[src/rtl/debug_unit_if.sv]
// debug_unit_if
// Bundles the signals exchanged between the debug unit and the CPU it controls.
//   master (debug unit side):
//     cpu_run        out  CPU clock enable
//     cpu_sel0       out  3-bit stage/view select for the CPU
//     cpu_sel1       out  2-bit page within the selected stage
//     cpu_m_rf_addr  out  word-aligned byte address for memory/regfile scan
//     cpu_status     in   32-bit status word for the current sel0/sel1
//     cpu_ctrl       in   16-bit control-signal word for the current sel0
//     cpu_m_data     in   data-memory read word at cpu_m_rf_addr
//     cpu_r_data     in   register-file read word at cpu_m_rf_addr[6:2]
//   slave (CPU side): same signals, opposite directions.
interface debug_unit_if;
    logic        cpu_run;
    logic [2:0]  cpu_sel0;
    logic [1:0]  cpu_sel1;
    logic [31:0] cpu_m_rf_addr;
    logic [31:0] cpu_status;
    logic [15:0] cpu_ctrl;
    logic [31:0] cpu_m_data;
    logic [31:0] cpu_r_data;

    modport master (
        output cpu_run, cpu_sel0, cpu_sel1, cpu_m_rf_addr,
        input  cpu_status, cpu_ctrl, cpu_m_data, cpu_r_data
    );

    modport slave (
        input  cpu_run, cpu_sel0, cpu_sel1, cpu_m_rf_addr,
        output cpu_status, cpu_ctrl, cpu_m_data, cpu_r_data
    );
endinterface

[src/rtl/debug_unit.sv]
// debug_unit
// Front-panel debug controller for a pipelined CPU: gates the CPU clock
// (continuous run or single step), walks a data-memory/register-file scan
// address or a pipeline-stage page, and drives LEDs and a seven-segment word.
// Ports:
//   clk       in   single clock, rising edge
//   rst       in   synchronous active-high reset
//   succ      in   continuous-run request (level)
//   step      in   single-step request (level, rising edge acted on)
//   sel       in   3-bit view: 0 = memory/regfile scan, 1..5 = stage pages
//   m_rf      in   scan space: 1 = data memory, 0 = register file
//   inc, dec  in   pre-synchronized levels; rising edge advances/retreats
//   cpu       if   debug_unit_if.master bundle towards the CPU
//   led       out  16-bit LED word (registered)
//   seg_data  out  32-bit seven-segment word (registered)
module debug_unit #(
    parameter logic [31:0] MEM_ADDR_MAX = 32'h0000_03FC,
    parameter logic [31:0] RF_ADDR_MAX  = 32'h0000_007C
) (
    input  logic         clk,
    input  logic         rst,
    input  logic         succ,
    input  logic         step,
    input  logic [2:0]   sel,
    input  logic         m_rf,
    input  logic         inc,
    input  logic         dec,
    debug_unit_if.master cpu,
    output logic [15:0]  led,
    output logic [31:0]  seg_data
);

    typedef enum logic [1:0] {
        HALT,
        RUN,
        STEP,
        WAIT_REL
    } run_state_t;

    run_state_t  state;
    run_state_t  state_next;

    logic        step_q;
    logic        inc_q;
    logic        dec_q;
    logic        m_rf_q;
    logic        armed;
    logic        step_edge;
    logic        inc_edge;
    logic        dec_edge;
    logic [31:0] addr_q;
    logic [31:0] addr_limit;
    logic [1:0]  page_q;
    logic        scan_view;

    assign scan_view = (sel == 3'd0);

    // History registers are cleared by reset, so a button held through reset
    // release would look like a fresh press on the first cycle. 'armed' masks
    // edges for that one cycle so a held button only acts after a real release.
    assign step_edge = armed & step & ~step_q;
    assign inc_edge  = armed & inc  & ~inc_q;
    assign dec_edge  = armed & dec  & ~dec_q;

    always_ff @(posedge clk) begin
        if (rst) begin
            step_q <= 1'b0;
            inc_q  <= 1'b0;
            dec_q  <= 1'b0;
            m_rf_q <= 1'b0;
            armed  <= 1'b0;
        end else begin
            step_q <= step;
            inc_q  <= inc;
            dec_q  <= dec;
            m_rf_q <= m_rf;
            armed  <= 1'b1;
        end
    end

    always_ff @(posedge clk) begin
        if (rst) begin
            state <= HALT;
        end else begin
            state <= state_next;
        end
    end

    // Scan view (sel = 0) always freezes the CPU; the clock enable is a pure
    // decode of the registered state, so reset drops it at the same edge.
    always_comb begin
        state_next = state;
        case (state)
            HALT: begin
                if (succ) begin
                    state_next = RUN;
                end else if (step_edge) begin
                    state_next = STEP;
                end
            end
            RUN: begin
                if (!succ) begin
                    state_next = HALT;
                end
            end
            STEP: begin
                state_next = WAIT_REL;
            end
            WAIT_REL: begin
                if (!step) begin
                    state_next = HALT;
                end
            end
            default: begin
                state_next = HALT;
            end
        endcase
        if (scan_view) begin
            state_next = HALT;
        end
        cpu.cpu_run = (state == RUN) || (state == STEP);
    end

    // cpu_sel0 doubles as the previous-sel register used to spot view changes.
    always_ff @(posedge clk) begin
        if (rst) begin
            cpu.cpu_sel0 <= 3'd0;
        end else begin
            cpu.cpu_sel0 <= sel;
        end
    end

    assign addr_limit = m_rf ? MEM_ADDR_MAX : RF_ADDR_MAX;

    // A change of scan space clears the address even outside the scan view,
    // so the address can never sit beyond the limit of the new space.
    always_ff @(posedge clk) begin
        if (rst) begin
            addr_q <= 32'd0;
        end else if (m_rf != m_rf_q) begin
            addr_q <= 32'd0;
        end else if (scan_view && inc_edge && !dec_edge) begin
            addr_q <= (addr_q >= addr_limit) ? 32'd0 : addr_q + 32'd4;
        end else if (scan_view && dec_edge && !inc_edge) begin
            addr_q <= (addr_q == 32'd0) ? addr_limit : addr_q - 32'd4;
        end
    end

    assign cpu.cpu_m_rf_addr = addr_q;

    // Page counter wraps naturally in two bits; any view change restarts it.
    always_ff @(posedge clk) begin
        if (rst) begin
            page_q <= 2'd0;
        end else if (sel != cpu.cpu_sel0) begin
            page_q <= 2'd0;
        end else if (!scan_view && inc_edge && !dec_edge) begin
            page_q <= page_q + 2'd1;
        end else if (!scan_view && dec_edge && !inc_edge) begin
            page_q <= page_q - 2'd1;
        end
    end

    assign cpu.cpu_sel1 = page_q;

    always_ff @(posedge clk) begin
        if (rst) begin
            led      <= 16'd0;
            seg_data <= 32'd0;
        end else if (scan_view) begin
            led      <= {8'h00, addr_q[9:2]};
            seg_data <= m_rf ? cpu.cpu_m_data : cpu.cpu_r_data;
        end else begin
            led      <= cpu.cpu_ctrl;
            seg_data <= cpu.cpu_status;
        end
    end

endmodule

[src/flat_wrapper.sv]
// flat-port wrapper written by rule: the top's interface ports become plain ports
module debug_unit_flat 
#(
    parameter logic [31:0] MEM_ADDR_MAX = 32'h0000_03FC,
    parameter logic [31:0] RF_ADDR_MAX  = 32'h0000_007C
)
  (clk, rst, succ, step, sel, m_rf, inc, dec, led, seg_data, cpu_cpu_run, cpu_cpu_sel0, cpu_cpu_sel1, cpu_cpu_m_rf_addr, cpu_cpu_status, cpu_cpu_ctrl, cpu_cpu_m_data, cpu_cpu_r_data);
  debug_unit_if cpu_i ();
  input  logic clk;
  input  logic rst;
  input  logic succ;
  input  logic step;
  input  logic [2:0] sel;
  input  logic m_rf;
  input  logic inc;
  input  logic dec;
  output logic [15:0] led;
  output logic [31:0] seg_data;
  output wire logic [$bits(cpu_i.cpu_run)-1:0] cpu_cpu_run;
  output wire logic [$bits(cpu_i.cpu_sel0)-1:0] cpu_cpu_sel0;
  output wire logic [$bits(cpu_i.cpu_sel1)-1:0] cpu_cpu_sel1;
  output wire logic [$bits(cpu_i.cpu_m_rf_addr)-1:0] cpu_cpu_m_rf_addr;
  input wire logic [$bits(cpu_i.cpu_status)-1:0] cpu_cpu_status;
  input wire logic [$bits(cpu_i.cpu_ctrl)-1:0] cpu_cpu_ctrl;
  input wire logic [$bits(cpu_i.cpu_m_data)-1:0] cpu_cpu_m_data;
  input wire logic [$bits(cpu_i.cpu_r_data)-1:0] cpu_cpu_r_data;
  assign cpu_cpu_run = cpu_i.cpu_run;
  assign cpu_cpu_sel0 = cpu_i.cpu_sel0;
  assign cpu_cpu_sel1 = cpu_i.cpu_sel1;
  assign cpu_cpu_m_rf_addr = cpu_i.cpu_m_rf_addr;
  assign cpu_i.cpu_status = cpu_cpu_status;
  assign cpu_i.cpu_ctrl = cpu_cpu_ctrl;
  assign cpu_i.cpu_m_data = cpu_cpu_m_data;
  assign cpu_i.cpu_r_data = cpu_cpu_r_data;
  debug_unit #(.MEM_ADDR_MAX(MEM_ADDR_MAX), .RF_ADDR_MAX(RF_ADDR_MAX)) u_core (.clk(clk), .rst(rst), .succ(succ), .step(step), .sel(sel), .m_rf(m_rf), .inc(inc), .dec(dec), .cpu(cpu_i), .led(led), .seg_data(seg_data));
endmodule
[config.mk]
export PLATFORM = sky130hd
export DESIGN_NAME = debug_unit_flat
export DESIGN_NICKNAME = d
export VERILOG_FILES = /design/src/rtl/debug_unit_if.sv /design/src/rtl/debug_unit.sv /design/src/flat_wrapper.sv
export SDC_FILE = /design/constraint.sdc
export NUM_CORES = 1
export LEC_CHECK = 0
export ABC_CLOCK_PERIOD_IN_PS = 2700
export BUFFER_PORTS_ARGS = -buffer_cell sky130_fd_sc_hd__buf_2
export CAP_MARGIN = 20
export CORE_UTILIZATION = 43
export DETAILED_ROUTE_END_ITERATION = 8
export PLACE_DENSITY_LB_ADDON = 0.1
export SYNTH_ARGS = -nofsm -noshare
export SYNTH_HDL_FRONTEND = slang
export SYNTH_SLANG_ARGS = --single-unit
export TNS_END_PERCENT = 20
[constraint.sdc]
create_clock -name clk -period 2.7 [get_ports clk]
set_input_delay 0.81 -clock clk [delete_from_list [all_inputs] [get_ports clk]]
set_output_delay 0.81 -clock clk [all_outputs]
set_load 0.005 [all_outputs]
==> out/qor.txt, run 1 <==
outcome: finished, final reports clean
Slew @ Worst Pin: 0.698 ns
final wirelength: 12.9 mm
Max Cap Violations: 0
final net count: 849
die height: 105 um
root buffer cell: clkbuf_8
post-cts resize count: 0
Die Wd: 105 um
Crit Path Category: reg -> reg
TritonRoute pass-1 iters: 5
Layout Skew: 0.0117 ns
placement row count: 37
Placed Cells: 840
Reg2Reg Depth: 8
GRT Total Usage: 0.231
CP Launch Type: flip-flop
Post-synth EDFFs: 0
WL/cell: 15.1 um
R2R Path End: u_core.cpu.cpu_m_rf_addr[28]
HP Class: reg -> reg
number of fill cells: 960
initial antenna violation count: 0
most used flip-flop cell after synthesis: dfxtp_1
worst vdd ir: 0.000193 V
Initial Util: 0.445
Final Cycle Share: 0.898
vias in the first global route: 4,178
# Post-CTS Setup Buffers: 0
via/cell ratio: 5.36
Netlist cell types: 67
Leakage Power: 2.93 nW
# setup viols final: 0
R2R setup slack: 0.27 ns
crit path from: u_core.cpu.cpu_m_rf_addr[3]
minimum clock period: 2.43 ns
Register Area: 1800 sq um
ant diodes: 0
Setup crit end: u_core.cpu.cpu_m_rf_addr[28]
largest net degree at the start of global routing: 73
H-tree level count: 3
Avg Inst Size Synth: 9.00 sq um
Overflow after GRT: 0
Final Hold Viols: 0
FMAX: 0.412 GHz
CTS Sinks: 90
WP data arrival: 2.68 ns
gpl congestion: 0.877
CP max FO: 6
I/O Buffers: 205
first-pass GRT wire length: 20.4 mm
via count: 4,586
DR DRC count: 0
Final Non-Filler Cells: 855
io pins: 208
Pwr Total: 0.00284 W
Cell Area, Synth: 4600 sq um
clock-pin slew on the worst setup and hold paths: 0.09 ns
Clock Latency Late Sink: 0.36 ns
cts hold-fix bufs: 0
total core area: 10,300 sq um
Detail Route Antenna Nets: 0
final slew viol count: 0
Setup Total Neg Slack: 0 ns
TritonCTS buffer count: 9
Slew headroom: 0.535
multi-input logic area: 2580 sq um
layout cell share with drive strength beyond 1: 0.374
Syn Inst Count: 511
HPWL Detailed: 9.69 mm
crit end category: flip-flop
clk buf depth: 2
register area share after synthesis: 0.392
Pwr per Cell Area: 473 nW/um^2
CTS tree: done
Iteration-0 DRC Markers: 226
ys async rst share: 0
DIE AREA: 11,100 sq um
synth-to-layout area growth: 30.5%
reg2reg start: u_core.cpu.cpu_m_rf_addr[3]
unrepaired setup endpoints after global routing: false
Yosys reg bits: 90
WP data required: 2.96 ns
Yosys warning count: 0
-- metal layers --
layer	wire length [um]	global-route usage	share of wire
met5	0	0	0
met4	218	0.0966	0.017
met3	866	0.0396	0.067
met2	6560	0.405	0.51
met1	5280	0.277	0.41
-- kinds of logic (layout without fill, tap and decap cells) --
family,after synthesis,after routing,synth area share
AND/OR/NAND/NOR,192,192,0.235
AO/OA/AOI/OAI,124,124,0.190
flip-flops,90,90,0.392
buffers and inverters,44,251,0.0490
multiplexers,35,35,0.0765
XOR/XNOR,13,13,0.0248
adder cells (fa/ha/maj),12,12,0.0327
other,1,2,0.000816
-- cell usage after synthesis, drive strengths merged (2+ instances only) --
cell type / count / area share
a32oi: 2 / 0.0038
nor3: 16 / 0.028
buf: 18 / 0.023
a311oi: 4 / 0.0076
nor2: 70 / 0.059
a21oi: 25 / 0.027
nor2b: 10 / 0.014
or4: 3 / 0.0065
ha: 12 / 0.033
o31ai: 3 / 0.0060
nand2: 36 / 0.030
nand3: 12 / 0.016
and2: 3 / 0.0041
mux2i: 34 / 0.074
a221oi: 4 / 0.0076
inv: 7 / 0.0057
o211ai: 4 / 0.0065
xor2: 7 / 0.013
nand4: 8 / 0.012
a211oi: 37 / 0.061
xnor2: 6 / 0.011
clkbuf: 19 / 0.020
or3: 2 / 0.0027
a22o: 6 / 0.011
nand2b: 3 / 0.0041
o21ai: 23 / 0.025
a31oi: 5 / 0.010
a41oi: 2 / 0.0038
dfxtp: 90 / 0.39
and3: 12 / 0.016
nor4: 10 / 0.025
-- cells in the final DEF, fill, tap and decap left out, types with 2 or more instances in the layout --
cell,instances
a31oi_1,4
nor3_4,4
o31ai_1,2
nand2b_1,3
a32oi_1,2
a41oi_1,2
ha_1,12
nand3_1,11
a22o_1,6
and3_1,12
or3_1,2
xnor2_1,6
o21ai_1,2
o21ai_0,21
dfxtp_1,90
inv_1,7
a21oi_1,25
nor3_1,10
nor2_1,68
and2_1,3
xor2_1,7
buf_4,23
a311oi_1,4
nor3_2,2
nor2b_1,10
a221oi_1,4
nand2_1,35
nor4_4,3
a211oi_1,36
nand4_1,7
or4_4,2
buf_2,205
mux2i_1,34
clkbuf_8,11
conb_1,2
o211ai_1,4
nor4_1,6
-- sequential cells by signal, summed over array words and instances, names as in the netlist, 2 cells and up --
signal and count:
u_core.cpu.cpu_sel1 2, u_core.cpu.cpu_sel0 3, u_core.state 2, u_core.seg_data 32
u_core.cpu.cpu_m_rf_addr 30, u_core.led 16
-- report_power, final --
part	internal (W)	switching, W
logic	0.000231	0.000250
clock network	0.000473	0.000472
registers	0.00139	0.0000243
-- critical path, stage by stage (launching register included) --
cell	delay, ns
dfxtp_1	0.31
inv_1	0.10
ha_1	0.25
nor4b_4	0.43
and4_1	0.41
nand3_1	0.25
nand3_1	0.25
nor2b_1	0.07
mux2_2	0.26
-- cell type report --
cell class | instances | area share
multi-input combinational | 378 | 0.430
sequential | 90 | 0.300
timing repair buffer | 229 | 0.203
tap | 136 | 0.0284
clock buffer | 11 | 0.0252
clock inverter | 4 | 0.00855
inverter | 7 | 0.00438
-- per-stage QoR --
step	hold WS, ns	cell area (sq um)	setup WS [ns]	utilization
finish	0.484	6000	0.275	0.581
global route	0.497	6000	0.179	0.581
CTS	0.480	6000	0.319	0.581
detailed placement	0.466	5800	0.108	0.562
global placement	0.471	5800	0.126	0.562
floorplan	0.463	4600	0.0930	-
-- worst min path at each step --
| stage | start | endpoint | slack, ns | depth (start not counted) |
|---|---|---|---|---|
| after floorplan | u_core.cpu.cpu_m_rf_addr[25] | u_core.cpu.cpu_m_rf_addr[25] | 0.46 | 2 |
| after global placement | u_core.cpu.cpu_m_rf_addr[25] | u_core.cpu.cpu_m_rf_addr[25] | 0.47 | 2 |
| after detailed placement | u_core.cpu.cpu_m_rf_addr[25] | u_core.cpu.cpu_m_rf_addr[25] | 0.47 | 2 |
| after CTS | u_core.cpu.cpu_m_rf_addr[25] | u_core.cpu.cpu_m_rf_addr[25] | 0.48 | 2 |
| after global routing | u_core.cpu.cpu_m_rf_addr[25] | u_core.cpu.cpu_m_rf_addr[25] | 0.50 | 2 |
| final | u_core.cpu.cpu_m_rf_addr[25] | u_core.cpu.cpu_m_rf_addr[25] | 0.48 | 2 |
(Power assumes the default switching activity.)
==> run 2: changes to the inputs <==
==> constraint.sdc (replaced) <==
create_clock -name clk -period 2.7 [get_ports clk]
set_input_delay 0.135 -clock clk [delete_from_list [all_inputs] [get_ports clk]]
set_output_delay 0.135 -clock clk [all_outputs]
set_load 0.005 [all_outputs]
==> run 2 against run 1 <==
Flip-flop and latch count unchanged. Core utilization rose by 0.59 points. Fmax up 0.29%. Non-clock buffer count is 3 higher. Setup slack improved by 0.0071 ns. Global-route usage rose by 0.74 points. Power up 3.5%.
==> out/qor.txt, run 2 (synthesis gave the netlist of run 1 again) <==
I/O Buffers: 205 (unchanged)
Final Hold Viols: 0 (unchanged)
FMAX: 0.414 GHz (was 0.412 GHz)
Final Cycle Share: 0.896 (was 0.898)
CP max FO: 9 (was 6)
die height: 105 um (unchanged)
WP data required: 2.94 ns (was 2.96 ns)
# setup viols final: 0 (unchanged)
Pwr Total: 0.00294 W (was 0.00284 W)
CP Launch Type: flip-flop (unchanged)
CTS Sinks: 90 (unchanged)
TritonRoute pass-1 iters: 4 (was 5)
Comb pwr share: 0.162 (was 0.170)
post-cts resize count: 0 (unchanged)
synth-to-layout area growth: 31.8% (was 30.5%)
Slew @ Worst Pin: 0.721 ns (was 0.698 ns)
WL/cell: 15.2 um (was 15.1 um)
placement row count: 37 (unchanged)
io pins: 208 (unchanged)
clk buf depth: 2 (unchanged)
Clock Latency Late Sink: 0.35 ns (was 0.36 ns)
internal power: 0.00219 W (was 0.00209 W)
power share of the clock group: 0.358 (was 0.333)
max reg flops: 32 (unchanged)
layout cell share with drive strength beyond 1: 0.364 (was 0.374)
CTS tree: done (unchanged)
largest net degree at the start of global routing: 75 (was 73)
Flop pwr share: 0.480 (was 0.497)
Switching Share: 0.254 (was 0.263)
number of fill cells: 979 (was 960)
commonest non-fill, non-tap cell in the layout: buf_2 (unchanged)
WP data arrival: 2.66 ns (was 2.68 ns)
Pwr per Cell Area: 485 nW/um^2 (was 473 nW/um^2)
outcome: finished, final reports clean (unchanged)
Crit Path Category: reg -> reg (unchanged)
Max Cap Violations: 0 (unchanged)
Die Wd: 105 um (unchanged)
Slew headroom: 0.519 (was 0.535)
final net count: 852 (was 849)
TritonCTS buffer count: 9 (unchanged)
total core area: 10,300 sq um (unchanged)
Overflow after GRT: 0 (unchanged)
post-layout worst setup margin: 0.282 ns (was 0.275 ns)
Setup Total Neg Slack: 0 ns (unchanged)
final slew viol count: 0 (unchanged)
unrepaired setup endpoints after global routing: false (unchanged)
most frequent cells in the layout: buf_2, dfxtp_1, nor2_1 (unchanged)
pre-CTS setup slack: 0.318 ns (was 0.108 ns)
GRT Total Usage: 0.238 (was 0.231)
final wirelength: 13.1 mm (was 12.9 mm)
via count: 4,608 (was 4,586)
crit end category: flip-flop (unchanged)
Layout Skew: 0.00717 ns (was 0.0117 ns)
HP Class: in -> reg (was reg -> reg)
root buffer cell: clkbuf_8 (unchanged)
worst vdd ir: 0.000209 V (was 0.000193 V)
DR DRC count: 0 (unchanged)
Net Switching: 0.000748 W (was 0.000746 W)
DIE AREA: 11,100 sq um (unchanged)
vias in the first global route: 4,407 (was 4,178)
Top reg by flops: u_core.seg_data (unchanged)
Leakage Power: 2.95 nW (was 2.93 nW)
Placed Cells: 834 (was 840)
first-pass GRT wire length: 21.1 mm (was 20.4 mm)
Detail Route Antenna Nets: 0 (unchanged)
via/cell ratio: 5.36 (about the same)
Final Non-Filler Cells: 860 (was 855)
initial antenna violation count: 1 (was 0)
clock-pin slew on the worst setup and hold paths: 0.09 ns (about the same)
gpl congestion: 0.886 (was 0.877)
HPWL Detailed: 9.77 mm (was 9.69 mm)
minimum clock period: 2.42 ns (was 2.43 ns)
Iteration-0 DRC Markers: 182 (was 226)
H-tree level count: 3 (unchanged)
Initial Util: 0.445 (unchanged)
-- run 2: layout make-up --
type	count	area, sq um	area share
diodes	1	2.50	0.000413
clock buffers	12	155	0.0256
well taps	136	170	0.0281
clock inverters	4	73.8	0.0122
inverters	7	26.3	0.00433
flip-flops and latches	90	1800	0.297
multi-input cells	378	2580	0.426
repair buffers	232	1250	0.206
-- run 2: power groups by stage --
stage                     clock [W]  sequential, W  combinational [W]
after floorplan                   0        0.00145           0.000260
after global placement            0        0.00144           0.000461
after detailed placement          0        0.00144           0.000468
after CTS                   0.00107        0.00141           0.000480
after global routing        0.00113        0.00142           0.000533
final                       0.00105        0.00141           0.000475
-- run 2: repair_timing --
action                                  in CTS  in global routing
endpoints found under the hold margin        9                  0
hold buffers                                 9                  0
setup buffers                                0                  0
endpoints found under the setup margin       0                  0
-- run 2: layer usage --
layer / up-vias / global-route usage / routed length, um
li1: 2278 / - / -
met5: - / 0 / 0
met3: 29 / 0.0495 / 864
met2: 214 / 0.417 / 6540
met4: 0 / 0.104 / 329
met1: 2087 / 0.280 / 5360
-- run 2: critical path, stage by stage, from the launching register on --
cell	delay [ns]
dfxtp_1	0.40
inv_1	0.13
ha_1	0.24
nor4b_4	0.39
and4_1	0.37
a31oi_4	0.16
nand2_1	0.24
o21ai_1	0.11
mux2_2	0.26
-- run 2: metrics by stage --
stage	hold WS, ns	utilization	cell area, sq um
after floorplan	0.263	-	4600
after global placement	0.360	0.556	5740
after detailed placement	0.370	0.556	5740
after CTS	0.000554	0.587	6060
after global routing	0.00380	0.587	6060
final	0.0153	0.587	6060
-- run 2: worst paths after layout --
kind | startpoint | endpoint | slack (ns) | cells after the start
setup / recovery | u_core.cpu.cpu_m_rf_addr[2] | u_core.cpu.cpu_m_rf_addr[28] | 0.28 | 8
hold / removal | cpu_cpu_ctrl[4] | u_core.led[4] | 0.02 | 3
setup reg to reg | u_core.cpu.cpu_m_rf_addr[2] | u_core.cpu.cpu_m_rf_addr[28] | 0.28 | 8
hold reg to reg | u_core.cpu.cpu_m_rf_addr[25] | u_core.cpu.cpu_m_rf_addr[25] | 0.49 | 2
==> run 3: changes to the inputs <==
- CORE_ASPECT_RATIO: not set -> 1.25
- REMOVE_ABC_BUFFERS: not set -> 1
==> run 3 against run 2 <==
Cell count decreased by 2.6%. Fmax increased by 0.87%. Global-route usage increased by 1.8 points. Critical path depth unchanged. Non-clock buffer count decreased by 14. Sequential power about the same. Via count decreased by 0.56%. Clock skew decreased by 0.0019 ns. Hold slack got worse by 0.0074 ns. Setup slack improved by 0.021 ns. Sequential share of layout area increased by 0.28 points. Largest power group unchanged.
==> out/qor.txt, run 3 (synthesis gave the netlist of run 1 again) <==
final slew viol count: 0 (unchanged)
io pins: 208 (unchanged)
Layout Skew: 0.00524 ns (was 0.00717 ns)
layout cell share with drive strength beyond 1: 0.365 (was 0.364)
Slew headroom: 0.519 (about the same)
commonest non-fill, non-tap cell in the layout: buf_2 (unchanged)
TritonRoute pass-1 iters: 4 (unchanged)
clk buf depth: 2 (unchanged)
CP Launch Type: flip-flop (unchanged)
Hold Crit Depth: 2 (was 3)
Pwr per Cell Area: 530 nW/um^2 (was 485 nW/um^2)
reg2reg start: u_core.cpu.cpu_m_rf_addr[3] (was u_core.cpu.cpu_m_rf_addr[2])
H-tree level count: 3 (unchanged)
post-cts resize count: 0 (unchanged)
Final Non-Filler Cells: 838 (was 860)
first-pass GRT wire length: 22.1 mm (was 21.1 mm)
Pwr Total: 0.00318 W (was 0.00294 W)
CTS Sinks: 90 (unchanged)
DIE AREA: 11,100 sq um (about the same)
WL/cell: 16.6 um (was 15.2 um)
cts hold-fix bufs: 0 (was 9)
synth-to-layout area growth: 30.6% (was 31.8%)
FMAX: 0.417 GHz (was 0.414 GHz)
# Post-CTS Setup Buffers: 0 (unchanged)
Leakage Power: 2.91 nW (was 2.95 nW)
WP data required: 2.93 ns (was 2.94 ns)
DR DRC count: 0 (unchanged)
outcome: finished, final reports clean (unchanged)
Die Wd: 94.5 um (was 105 um)
placement row count: 41 (was 37)
Top reg by flops: u_core.seg_data (unchanged)
R2R setup slack: 0.30 ns (was 0.28 ns)
Final Hold Viols: 0 (unchanged)
most frequent cells in the layout: buf_2, dfxtp_1, nor2_1 (unchanged)
Initial Util: 0.448 (was 0.445)
die height: 118 um (was 105 um)
clock-pin slew on the worst setup and hold paths: 0.07 ns (was 0.09 ns)
hold wc startpoint: inc (was cpu_cpu_ctrl[4])
minimum clock period: 2.40 ns (was 2.42 ns)
Final Cycle Share: 0.888 (was 0.896)
Max Cap Violations: 0 (unchanged)
HPWL Detailed: 10.6 mm (was 9.77 mm)
Clock Latency Late Sink: 0.34 ns (was 0.35 ns)
unrepaired setup endpoints after global routing: false (unchanged)
Slew @ Worst Pin: 0.716 ns (was 0.721 ns)
total core area: 10,300 sq um (about the same)
initial antenna violation count: 0 (was 1)
crit end category: flip-flop (unchanged)
root buffer cell: clkbuf_16 (was clkbuf_8)
R2R Path End: u_core.cpu.cpu_m_rf_addr[29] (was u_core.cpu.cpu_m_rf_addr[28])
Crit Path Category: reg -> reg (unchanged)
Detail Route Antenna Nets: 0 (unchanged)
Reg2Reg Depth: 8 (unchanged)
# setup viols final: 0 (unchanged)
WP data arrival: 2.63 ns (was 2.66 ns)
TritonCTS buffer count: 9 (unchanged)
Placed Cells: 822 (was 834)
final wirelength: 13.9 mm (was 13.1 mm)
final net count: 838 (was 852)
Util after Layout: 0.585 (was 0.587)
CTS tree: done (unchanged)
GRT Total Usage: 0.256 (was 0.238)
CP max FO: 8 (was 9)
vias in the first global route: 4,419 (was 4,407)
via count: 4,582 (was 4,608)
Iteration-0 DRC Markers: 188 (was 182)
via/cell ratio: 5.47 (was 5.36)
HP Class: in -> reg (unchanged)
max reg flops: 32 (unchanged)
Overflow after GRT: 0 (unchanged)
largest net degree at the start of global routing: 67 (was 75)
I/O Buffers: 205 (unchanged)
hold worst-path end: u_core.inc_q (was u_core.led[4])
gpl congestion: 0.877 (was 0.886)
ant diodes: 0 (was 1)
worst vdd ir: 0.000351 V (was 0.000209 V)
## run 3: per-layer routing
layer  vias up  wire [um]  track usage
met5         -          0            0
met4         0        424        0.133
met3        30        851       0.0510
li1       2258          -            -
met2       190       7270        0.453
met1      2104       5400        0.283
## run 3: power breakdown
group / internal (W) / switching [W] / total [W] / leakage (nW)
registers: 0.00139 / 0.0000267 / 0.00142 / 0.741
logic: 0.000222 / 0.000249 / 0.000471 / 2.03
clock network: 0.000751 / 0.000547 / 0.00130 / 0.146
## run 3: worst max-delay path by stage
stage                                      from                      endpoint  slack (ns)  cells past startpoint
detailed placement  u_core.cpu.cpu_m_rf_addr[3]  u_core.cpu.cpu_m_rf_addr[29]        0.36                      8
CTS                 u_core.cpu.cpu_m_rf_addr[3]  u_core.cpu.cpu_m_rf_addr[29]        0.34                      8
global route        u_core.cpu.cpu_m_rf_addr[3]  u_core.cpu.cpu_m_rf_addr[29]        0.17                      8
global placement    u_core.cpu.cpu_m_rf_addr[2]  u_core.cpu.cpu_m_rf_addr[15]        0.45                      7
floorplan                                sel[1]  u_core.cpu.cpu_m_rf_addr[27]       -1.31                      4
finish              u_core.cpu.cpu_m_rf_addr[3]  u_core.cpu.cpu_m_rf_addr[29]        0.30                      8
## run 3: area by class of cell
class	count	area [sq um]
Clock buffer	10	239
Clock inverter	6	71.3
Fill cell	947	4260
Inverter	7	26.3
Multi-Input combinational cell	378	2580
Sequential cell	90	1800
Tap cell	129	161
Timing Repair Buffer	218	1120
## run 3: critical path: stages (launching register included)
cell	delay, ns
dfxtp_1	0.38
inv_1	0.14
ha_1	0.23
nor4b_4	0.38
and4_1	0.38
a31oi_4	0.18
nand2_1	0.21
o21ai_0	0.13
a22o_1	0.25
## run 3: stage by stage
stage | worst slack, ns | setup TNS, ns | hold WS [ns] | area (sq um)
floorplan | -1.31 | -28.21 | 0.202 | 4400
global placement | 0.454 | 0 | 0.361 | 5690
detailed placement | 0.357 | 0 | 0.363 | 5690
CTS | 0.338 | 0 | 0.000460 | 6000
global route | 0.168 | 0 | 0.0140 | 6000
finish | 0.303 | 0 | 0.00791 | 6000
